File: config.mk
export PLATFORM = sky130hd
export DESIGN_NAME = level_tally_flat
export DESIGN_NICKNAME = d
export VERILOG_FILES = /design/src/rtl/level_tally_if.sv /design/src/rtl/level_tally.sv /design/src/flat_wrapper.sv
export SDC_FILE = /design/constraint.sdc
export NUM_CORES = 1
export LEC_CHECK = 0
export BUFFER_PORTS_ARGS = -buffer_cell sky130_fd_sc_hd__buf_4
export CAP_MARGIN = 10
export CORE_MARGIN = 4
export CORE_UTILIZATION = 54
export DETAILED_ROUTE_END_ITERATION = 6
export PLACE_DENSITY_LB_ADDON = 0.08
export SKIP_LAST_GASP = 1
export SYNTH_ARGS = -nofsm -noshare
export SYNTH_HDL_FRONTEND = slang
export SYNTH_SLANG_ARGS = --single-unit
File: constraint.sdc
create_clock -name Clk100M -period 1.75 [get_ports Clk100M]
set_input_delay 0.35 -clock Clk100M [delete_from_list [all_inputs] [get_ports Clk100M]]
set_output_delay 0.35 -clock Clk100M [all_outputs]
set_load 0.01 [all_outputs]
File: src/rtl/level_tally_if.sv
// Signal bundle between the level tally and its surroundings: event inputs in,
// window status and the scored difference out.
interface level_tally_if;
   logic       levelStart;
   logic       tick;
   logic       symbolShown;
   logic       userPress;
   logic       busy;
   logic       levelComplete;
   logic [4:0] difference;

   modport master (
      output levelStart, tick, symbolShown, userPress,
      input  busy, levelComplete, difference
   );

   modport slave (
      input  levelStart, tick, symbolShown, userPress,
      output busy, levelComplete, difference
   );
endinterface

File: src/rtl/level_tally.sv
// Counts symbols shown and presses over a window of LEVEL_TICKS ticks and reports
// their saturated absolute difference with a one-cycle levelComplete strobe.
module level_tally #(
   parameter int LEVEL_TICKS = 5000,
   parameter int TICK_W      = 16
) (
   input  logic         Clk100M,
   input  logic         Reset,
   level_tally_if.slave bus
);

   typedef enum logic [1:0] {IDLE, RUN, COMPARE, DONE} state_t;

   localparam logic [TICK_W-1:0] LAST_TICK = TICK_W'(LEVEL_TICKS - 1);

   state_t            state, state_next;
   logic [4:0]        shown_cnt, press_cnt;
   logic [TICK_W-1:0] tick_cnt;
   logic              clear_cnt, count_en;

   function automatic logic [4:0] sat_inc(input logic [4:0] v, input logic en);
      if (en && (v != 5'd31)) return v + 5'd1;
      return v;
   endfunction

   function automatic logic [4:0] abs_diff(input logic [4:0] a, input logic [4:0] b);
      if (a >= b) return a - b;
      return b - a;
   endfunction

   always_ff @(posedge Clk100M) begin
      if (Reset) state <= IDLE;
      else       state <= state_next;
   end

   // A restart in RUN outranks expiry, so levelStart is tested first.
   always_comb begin
      state_next = state;
      clear_cnt  = 1'b0;
      count_en   = 1'b0;
      case (state)
         IDLE: begin
            if (bus.levelStart) begin
               clear_cnt  = 1'b1;
               state_next = RUN;
            end
         end
         RUN: begin
            if (bus.levelStart) begin
               clear_cnt = 1'b1;
            end else begin
               count_en = 1'b1;
               if (bus.tick && (tick_cnt == LAST_TICK)) state_next = COMPARE;
            end
         end
         COMPARE: state_next = DONE;
         DONE:    state_next = IDLE;
         default: state_next = IDLE;
      endcase
   end

   always_ff @(posedge Clk100M) begin
      if (Reset || clear_cnt) begin
         shown_cnt <= '0;
         press_cnt <= '0;
         tick_cnt  <= '0;
      end else if (count_en) begin
         shown_cnt <= sat_inc(shown_cnt, bus.symbolShown);
         press_cnt <= sat_inc(press_cnt, bus.userPress);
         if (bus.tick) tick_cnt <= tick_cnt + 1'b1;
      end
   end

   // Outputs are registered from the next state so they line up with the state they describe.
   always_ff @(posedge Clk100M) begin
      if (Reset) begin
         bus.busy          <= 1'b0;
         bus.levelComplete <= 1'b0;
         bus.difference    <= '0;
      end else begin
         bus.busy          <= (state_next != IDLE);
         bus.levelComplete <= (state_next == DONE);
         if (state == COMPARE) bus.difference <= abs_diff(shown_cnt, press_cnt);
      end
   end

endmodule
File: src/flat_wrapper.sv
// flat-port wrapper written by rule: the top's interface ports become plain ports
module level_tally_flat 
#(
   parameter int LEVEL_TICKS = 5000,
   parameter int TICK_W      = 16
)
  (Clk100M, Reset, bus_levelStart, bus_tick, bus_symbolShown, bus_userPress, bus_busy, bus_levelComplete, bus_difference);
  level_tally_if bus_i ();
  input  logic Clk100M;
  input  logic Reset;
  input wire logic [$bits(bus_i.levelStart)-1:0] bus_levelStart;
  input wire logic [$bits(bus_i.tick)-1:0] bus_tick;
  input wire logic [$bits(bus_i.symbolShown)-1:0] bus_symbolShown;
  input wire logic [$bits(bus_i.userPress)-1:0] bus_userPress;
  output wire logic [$bits(bus_i.busy)-1:0] bus_busy;
  output wire logic [$bits(bus_i.levelComplete)-1:0] bus_levelComplete;
  output wire logic [$bits(bus_i.difference)-1:0] bus_difference;
  assign bus_i.levelStart = bus_levelStart;
  assign bus_i.tick = bus_tick;
  assign bus_i.symbolShown = bus_symbolShown;
  assign bus_i.userPress = bus_userPress;
  assign bus_busy = bus_i.busy;
  assign bus_levelComplete = bus_i.levelComplete;
  assign bus_difference = bus_i.difference;
  level_tally #(.LEVEL_TICKS(LEVEL_TICKS), .TICK_W(TICK_W)) u_core (.Clk100M(Clk100M), .Reset(Reset), .bus(bus_i));
endmodule
==> results summary, run 1 <==
The run finished, with violations left. The checks that failed: negative setup slack. The switching part of the total came out at 24.6%.

Synthesis produced a netlist with a net count of 238. The clock sink total came out at 35. The least setup slack across all paths after layout is -0.0496 ns. Yosys mapped the design onto 41 distinct sky130hd cell types. Entering global routing, the biggest net connects 27 pins. Of all flip-flops after synthesis, the portion carrying an async set or reset was 0%. In this run the static leakage power is 0.961 nW.

The total count of hold-check failures in the final report is 0. The signal on the critical path passes through ha_2, and3_4, ha_4, nor3b_4, buf_4, buf_4, mux2i_1, nor2_1. The fraction of the yosys area taken by sequential cells is 36.6%. The worst setup path startpoint is u_core.press_cnt[0]$_SDFFE_PP0P_.

The latest clock arrival within the worst-skew pair is 0.34 ns. The final layout net count came out at 283. The number of instances in the synthesized netlist is 216. In this run the critical register-to-register path is captured at u_core.press_cnt[4]$_SDFFE_PP0P_. The cell type contributing the most total cell area after synthesis is sky130_fd_sc_hd__dfxtp_1.

The die height is 67.6 um. The largest individual stage delay along the critical path comes from the cell sky130_fd_sc_hd__dfxtp_4. The share of synthesized area in the top cell type comes to 36.6%.

Leaving out fill and tap cells, the most frequent cell in the layout is sky130_fd_sc_hd__buf_4. The number of DRC markers after the initial detailed-route iteration came out at 68. The maximum resistive drop on vdd came out at 0.479 mV. The analysis attributes to net switching a power of 0.326 mW. The post-detailed-route wirelength per cell came out at 14.5 um. Across every metal layer, demand over resource in global routing totals 21.4%.

The number of enable flip-flop cells after synthesis came out at 0. By instance count, the cell type seen most on the critical path is sky130_fd_sc_hd__buf_4. The number of cells traversed by the worst register-to-register path came out at 8.

The filler-free cell count of the finished design is 308. The number of iterations in the first detailed-routing pass came out at 4. Setup repair after global routing could not meet its margin everywhere. The total count of max-transition violations in the final report is 0. The slew at the pin with the worst max-slew slack is 0.819 ns.

The number of global-route vias before repair came out at 1711. The per-cell via count in the routed design is 5.48. In this run, CTS created clock tree buffers numbering 5.

The final weighted congestion in routability-driven placement came out at 0.785. In the layout the commonest cells are sky130_fd_sc_hd__buf_4 (44), sky130_fd_sc_hd__nor2_1 (33), sky130_fd_sc_hd__dfxtp_1 (29), sky130_fd_sc_hd__xor2_1 (11). The sequential standard cell area came out at 716 um2. Synthesis inferred 35 register bits. The largest single stage delay on the critical path is 0.37 ns. The total grt overflow is 0. Timing would allow up to 556 MHz. The worst setup path is captured at a register. The clock share of power came out at 32.5%. Cell internal power was estimated by the tool at 0.998 mW.

The final period demand of the worst path is 1.80 ns. The placed wire-length estimate after detailed placement is 3.15 mm. Across the run, the number of max-cap violations was 0.

The class of the most critical setup path is reg2reg. The headroom to the max-slew limit came out at 45.4%. The portion of the clock cycle consumed by the worst path in the final layout is 103%. In this run the standard cell core region covers 0.00339 mm2. The starting density of the core came out at 56.6%. Grouping stages by cell kind, the critical path spends the most delay in simple AND/OR/NAND/NOR gates.

The clock-pin slew on the worst setup and hold paths is 0.11 ns. The largest clock skew in the final design came out at 0.00647 ns. The final hold slack is 0.272 ns.

The tree is rooted in a sky130_fd_sc_hd__clkbuf_4. The startpoint identified for the worst register-to-register timing path is u_core.press_cnt[0]$_SDFFE_PP0P_. Counting buffers and inverters, the worst setup path is 8 cells deep.

The worst hold path class is in2reg. Per report_power, the sequential group accounts for 60.4% of the total. In this run, placement finished with an instance count of 294. The maximum clock path buffer count came out at 2. The largest fanout on the critical path came out at 4.

The final-report setup violation count came out at 3. The vias after detailed routing came out at 1687. During placement, the flow inserted port buffers numbering 12.

The mapped cell area came out at 0.00192 mm2. The count of inserted antenna diode cells came out at 0. The number of cell rows came out at 21. The total power came out at 1.32 mW. TritonCTS built the clock tree. The data required time at the worst endpoint came out at 1.96 ns.

The horizontal extent of the die is 67.6 um. The post-detailed-routing wire length is 4.46 mm. The synthesized area divided by synthesized cell count is 8.87 um2.

The hold path depth is 2. The number of buffers and inverters on the critical path is 2. The number of top-level pins is 13. The growth of design area from synthesis to finish came out at 32.4%. The wire length of the first global-routing pass is 7.47 mm. Yosys attributes the largest share of cell area to sky130_fd_sc_hd__dfxtp_1 (37%), sky130_fd_sc_hd__ha_1 (9.1%), sky130_fd_sc_hd__nor2_1 (6.7%). Summed over all failing endpoints, the final setup total negative slack is -0.0875 ns.

The arrival time of the worst setup path is 2.01 ns. The ratio of total power to cell area is 522 mW/mm2. The count of antenna-violating nets left after detailed routing is 0. The yosys synthesis warning count came out at 0. For this run, the leading register cell type out of synthesis is sky130_fd_sc_hd__dfxtp_1.

The worst setup path is launched from a register. Setup slack on the worst reg-to-reg path comes out at -0.05 ns. Summing all multi-input logic gate instances after layout gives 0.00132 mm2. The critical path endpoint is u_core.press_cnt[4]$_SDFFE_PP0P_. Counting the fill cells in the layout gives 244. The ratio of cells with drive above 1 in the final layout is 35.9%.

The number of antenna violations at the first check in global routing came to 0. The H-tree level count is 2. The die covers 0.00457 mm2. The detailed-route DRC error count came out at 0. Of the total power, combinational logic draws 7.1%.
-- worst reg2reg max path, cell delays in order (launching register included) --
cell	delay (ns)
sky130_fd_sc_hd__dfxtp_4	0.37
sky130_fd_sc_hd__ha_2	0.19
sky130_fd_sc_hd__and3_4	0.19
sky130_fd_sc_hd__ha_4	0.16
sky130_fd_sc_hd__nor3b_4	0.29
sky130_fd_sc_hd__buf_4	0.17
sky130_fd_sc_hd__buf_4	0.10
sky130_fd_sc_hd__mux2i_1	0.16
sky130_fd_sc_hd__nor2_1	0.05
-- worst min-delay path by stage --
stage | start | end | slack [ns]
after global routing | Reset | u_core.state[0]$_SDFF_PP0_ | 0.27
after CTS | Reset | u_core.state[1]$_SDFF_PP0_ | 0.26
after global placement | u_core.tick_cnt[1]$_SDFFE_PP0P_ | u_core.tick_cnt[1]$_SDFFE_PP0P_ | 0.46
after floorplan | u_core.tick_cnt[1]$_SDFFE_PP0P_ | u_core.tick_cnt[1]$_SDFFE_PP0P_ | 0.45
final | Reset | u_core.state[1]$_SDFF_PP0_ | 0.27
after detailed placement | u_core.tick_cnt[1]$_SDFFE_PP0P_ | u_core.tick_cnt[1]$_SDFFE_PP0P_ | 0.48
-- state kept, by name, indices dropped and copies added, names as in the netlist --
signal and cells:
u_core.press_cnt 5, u_core.bus.difference 5, u_core.shown_cnt 5, u_core.state 2, u_core.bus.busy 1, u_core.bus.levelComplete 1, u_core.tick_cnt 16
-- logic make-up (layout without fill, tap and decap cells) --
logic type | count (synthesis) | count (layout) | synth area share [%]
flops | 35 | 35 | 36.6
fa+ha+maj | 16 | 16 | 11.2
mux | 5 | 5 | 2.61
simple gates | 91 | 91 | 26.5
buf+inv | 20 | 66 | 4.11
xor+xnor | 18 | 18 | 8.22
compound gates | 31 | 31 | 10.8
-- cell usage after synthesis (5+ instances only) --
cell,number
sky130_fd_sc_hd__xnor2_1,7
sky130_fd_sc_hd__mux2i_1,5
sky130_fd_sc_hd__nor2_1,34
sky130_fd_sc_hd__nand2_1,10
sky130_fd_sc_hd__inv_1,13
sky130_fd_sc_hd__nand4_1,8
sky130_fd_sc_hd__ha_1,14
sky130_fd_sc_hd__nand3_1,7
sky130_fd_sc_hd__a21oi_1,9
sky130_fd_sc_hd__xor2_1,11
sky130_fd_sc_hd__dfxtp_1,35
-- per-layer routing --
layer  part of all wire (%)  track usage (%)
met1                     46             26.6
met2                     49             36.7
met3                    3.4             3.99
met4                    1.0             7.59
met5                      0                0
-- stage by stage --
stage / area [um2] / util [%] / worst slack (ns)
3_5_place_dp: 2270 / 67.0 / -0.0965
3_3_place_gp: 2270 / 67.0 / -0.0369
2_1_floorplan: 1970 / - / 0.0104
4_1_cts: 2420 / 71.5 / -0.0291
6_report: 2540 / 74.9 / -0.0496
5_1_grt: 2540 / 74.9 / -0.132
-- power groups by stage --
stage	Combinational, mW	Sequential (mW)	Clock [mW]
5_1_grt	0.102	0.802	0.481
4_1_cts	0.0888	0.803	0.432
2_1_floorplan	0.0486	0.824	0
3_5_place_dp	0.0839	0.823	0
6_report	0.0941	0.800	0.430
3_3_place_gp	0.0801	0.822	0
-- repair_timing --
item | CTS | global route
resized for setup | 16 | 25
setup endpoints to repair | 9 | 13
pin swaps | 9 | 14
hold buffers | 0 | 0
buffers inserted | 4 | 2
-- cell type report --
class / instances / area share (%)
clock inverters: 2 / 0.493
clock buffers: 6 / 1.63
repair buffers: 45 / 13.5
well taps: 46 / 2.27
multi-input cells: 161 / 52.0
flip-flops and latches: 35 / 28.2
inverters: 13 / 1.92
(Power assumes the default switching activity.)
==> run 2: changes to the inputs <==
Settings changed: CORE_UTILIZATION 54 to 41, GPL_TIMING_DRIVEN from default to 0, SLEW_MARGIN from default to 40.
==> run 2 against run 1 <==
Against the previous run: the run still ends with negative setup slack left; sequential cell count unchanged; power increased by 15%; hold slack improved by 0.13 ns; register-to-register slack improved by 0.05 ns; clock power increased by 47%; cell area decreased by 3.4%; critical path type unchanged; critical endpoint is now u_core.bus.difference[4]$_SDFFE_PP0P_.
==> results summary, run 2 (synthesis gave the netlist of run 1 again) <==
The total grt overflow came out at 0. The placed wire-length estimate after detailed placement came out at 2.92 mm. The final layout net count came out at 269. The final-report setup violation count came out at 1.

The detailed-route DRC error count is 0. The number of buffer cells added on primary ports is 12. The latest clock arrival within the worst-skew pair is 0.28 ns. The run finished, with violations left.

The total of fill cells in the finished design is 404. The starting density of the core is 43.1%. The largest fanout on the critical path came out at 5. The total count of hold-check failures in the final report is 0. Wires add up to 4.18 mm. Static timing analysis puts the maximum clock frequency at 570 MHz. The initialized floorplan defines 24 standard-cell rows. The largest clock skew in the final design is 0.00897 ns.

The number of iterations in the first detailed-routing pass came out at 4. The count of inserted antenna diode cells came out at 0. The portion of the clock cycle consumed by the worst path in the final layout is 100%. The ratio of total power to cell area came out at 621 mW/mm2. The area enclosed by the die boundary came out at 0.00583 mm2. The worst hold path belongs to the class in2reg. In this run the static leakage power is 0.898 nW. The die height came out at 76.4 um.

The core footprint came out at 0.00444 mm2. The post-detailed-route wirelength per cell is 13.9 um. The H-tree level count is 2.

The data required time at the worst endpoint is 1.91 ns. The multi-input logic area is 0.00129 mm2. The switching part of the total is 21.4%. The worst stage delay on the critical path came out at 0.42 ns. TritonCTS built the clock tree. The buffer cell driving the clock tree root is sky130_fd_sc_hd__clkbuf_8. The number of DRC markers after the initial detailed-route iteration came out at 49.

The growth of design area from synthesis to finish is 27.9%. On the critical path the largest part of the delay comes from simple AND/OR/NAND/NOR gates. The signal on the critical path passes through inv_4, ha_4, fa_2, nor2b_4, o21a_1, or4_4, a21boi_2, nor4_1. More flip-flops sit in one register than any other, and that register is u_core.tick_cnt. The worst path in the final design needs a cycle of 1.75 ns, including I/O delays and setup. The clock passes through at most 2 buffers.

The ratio of cells with drive above 1 in the final layout is 31.5%. For this design, the slowest cell found on the critical path is sky130_fd_sc_hd__or4_4. Clock tree synthesis inserted a total of 5 buffers.

The clock network burns 41.5% of the power. The clock sink total came out at 35. In this run, flip-flops and latches consume 52.5% of the power. The internal power of the cells totals 1.20 mW. The number of antenna violations at the first check in global routing is 0. The sequential standard cell area came out at 727 um2. Cells fill 55.2% of the core in the end.

The number of buffers and inverters on the critical path is 1. Across all hold checks on the routed design, the worst slack comes to 0.404 ns. The headroom to the max-slew limit is 57.7%. After detailed routing, the number of vias per cell comes to 5.31. The arrival time of the worst setup path is 1.91 ns. Summing over every cut layer, the via total after detailed routing is 1594. The total count of max-transition violations in the final report is 0. The number of flip-flops in the largest register came out at 16. IR analysis of the VDD net gives a maximum drop of 0.413 mV. Entering global routing, the biggest net connects 11 pins.

Routability-driven placement finished with a final weighted congestion of 0.831. Leaving out fill and tap cells, the most frequent cell in the layout is sky130_fd_sc_hd__nor2_1. For this design the total switching power over the nets is 0.326 mW. The element type at the critical path end is a register. The filler-free cell count of the finished design is 300. The least setup slack across all paths after layout is -0.00453 ns. The max capacitance violation total is 0. The checks that failed: negative setup slack. The global-route total usage across every layer is 14.9%. The floorplan step set the die width to 76.4 um. The number of top-level pins is 13. STA classifies the critical path startpoint as a register.

In this run, post-CTS hold repair placed 0 buffers. Setup repair after global routing could not meet its margin everywhere. The number of global-route vias before repair came out at 1465. The detail route stage leaves a number of antenna-violating nets equal to 0.

For the final routed database, the setup TNS stands at -0.00453 ns. The combinational share of power came out at 6.0%. The library cells used most frequently in the layout, excluding fill and tap cells, are sky130_fd_sc_hd__nor2_1 (33), sky130_fd_sc_hd__buf_4 (27), sky130_fd_sc_hd__dfxtp_1 (24), sky130_fd_sc_hd__xor2_1 (11). After clock tree synthesis, the clock-pin slew on the worst setup and hold paths is 0.07 ns. The first global-routing pass estimated 7.07 mm of wire. The slew at the pin with the worst max-slew slack came out at 0.632 ns. The number of cells in the design after placement is 280.

The critical path in this run is classified as reg2reg.
run 2: cell types whose count changed in the layout (fill, tap and decap cells not counted), sizes merged:
cell and change:
buf -18, clkbuf +6, clkinv -1, clkinvlp -1
run 2: stage by stage:
step	instance area (um2)	worst slack, ns	total power [mW]
3_5_place_dp	2120	-0.231	0.901
2_1_floorplan	1970	0.0104	0.873
6_report	2450	-0.00453	1.52
4_1_cts	2340	-0.0522	1.54
5_1_grt	2450	-0.116	1.59
3_3_place_gp	2120	-0.206	0.899
run 2: power by group through the flow:
stage               Clock, mW  Combinational [mW]  Sequential [mW]
global placement            0              0.0750            0.824
finish                  0.632              0.0907            0.800
global route            0.686               0.100            0.800
CTS                     0.650              0.0843            0.802
floorplan                   0              0.0486            0.824
detailed placement          0              0.0771            0.824
run 2: timing repair:
action / 4_1_cts / 5_1_grt
endpoints found under the setup margin: 12 / 28
buffers inserted: 7 / 8
resized for setup: 21 / 24
pin swaps: 12 / 17
hold endpoints to repair: 0 / 0
run 2: worst register-to-register path: cells and delay by family (launching register included):
family,cells,cell delay [ns]
and+or+nand+nor,3,0.53
DFF,1,0.37
adders and majority gates,2,0.36
AOI/OAI and AO/OA,2,0.34
buffers and inverters,1,0.06
run 2: path summary, 6_finish.rpt:
| check | start | slack, ns | end | cells past startpoint |
|---|---|---|---|---|
| max | u_core.press_cnt[0]$_SDFFE_PP0P_ | -0.005 | u_core.bus.difference[4]$_SDFFE_PP0P_ | 8 |
| min | bus_tick | 0.40 | u_core.tick_cnt[1]$_SDFFE_PP0P_ | 3 |
| max reg2reg | u_core.press_cnt[0]$_SDFFE_PP0P_ | -0.005 | u_core.bus.difference[4]$_SDFFE_PP0P_ | 8 |
| min reg2reg | u_core.bus.difference[2]$_SDFFE_PP0P_ | 0.50 | u_core.bus.difference[2]$_SDFFE_PP0P_ | 2 |
run 2: metal layers:
metal	vias up	wire, um	GRT usage, %
met1	742	2170	21.0
met3	5	178	3.78
met2	36	1790	21.9
met4	0	33	5.62
met5	-	0	0
li1	811	-	-
run 2: area by class of cell:
cell class                 instances  share of cell area, %
buffer                             4                  0.613
clock buffer                       8                   4.08
inverter                          13                   2.09
multi-input combinational        161                   52.6
sequential                        35                   29.7
tap                               52                   2.65
timing repair buffer              27                   8.27
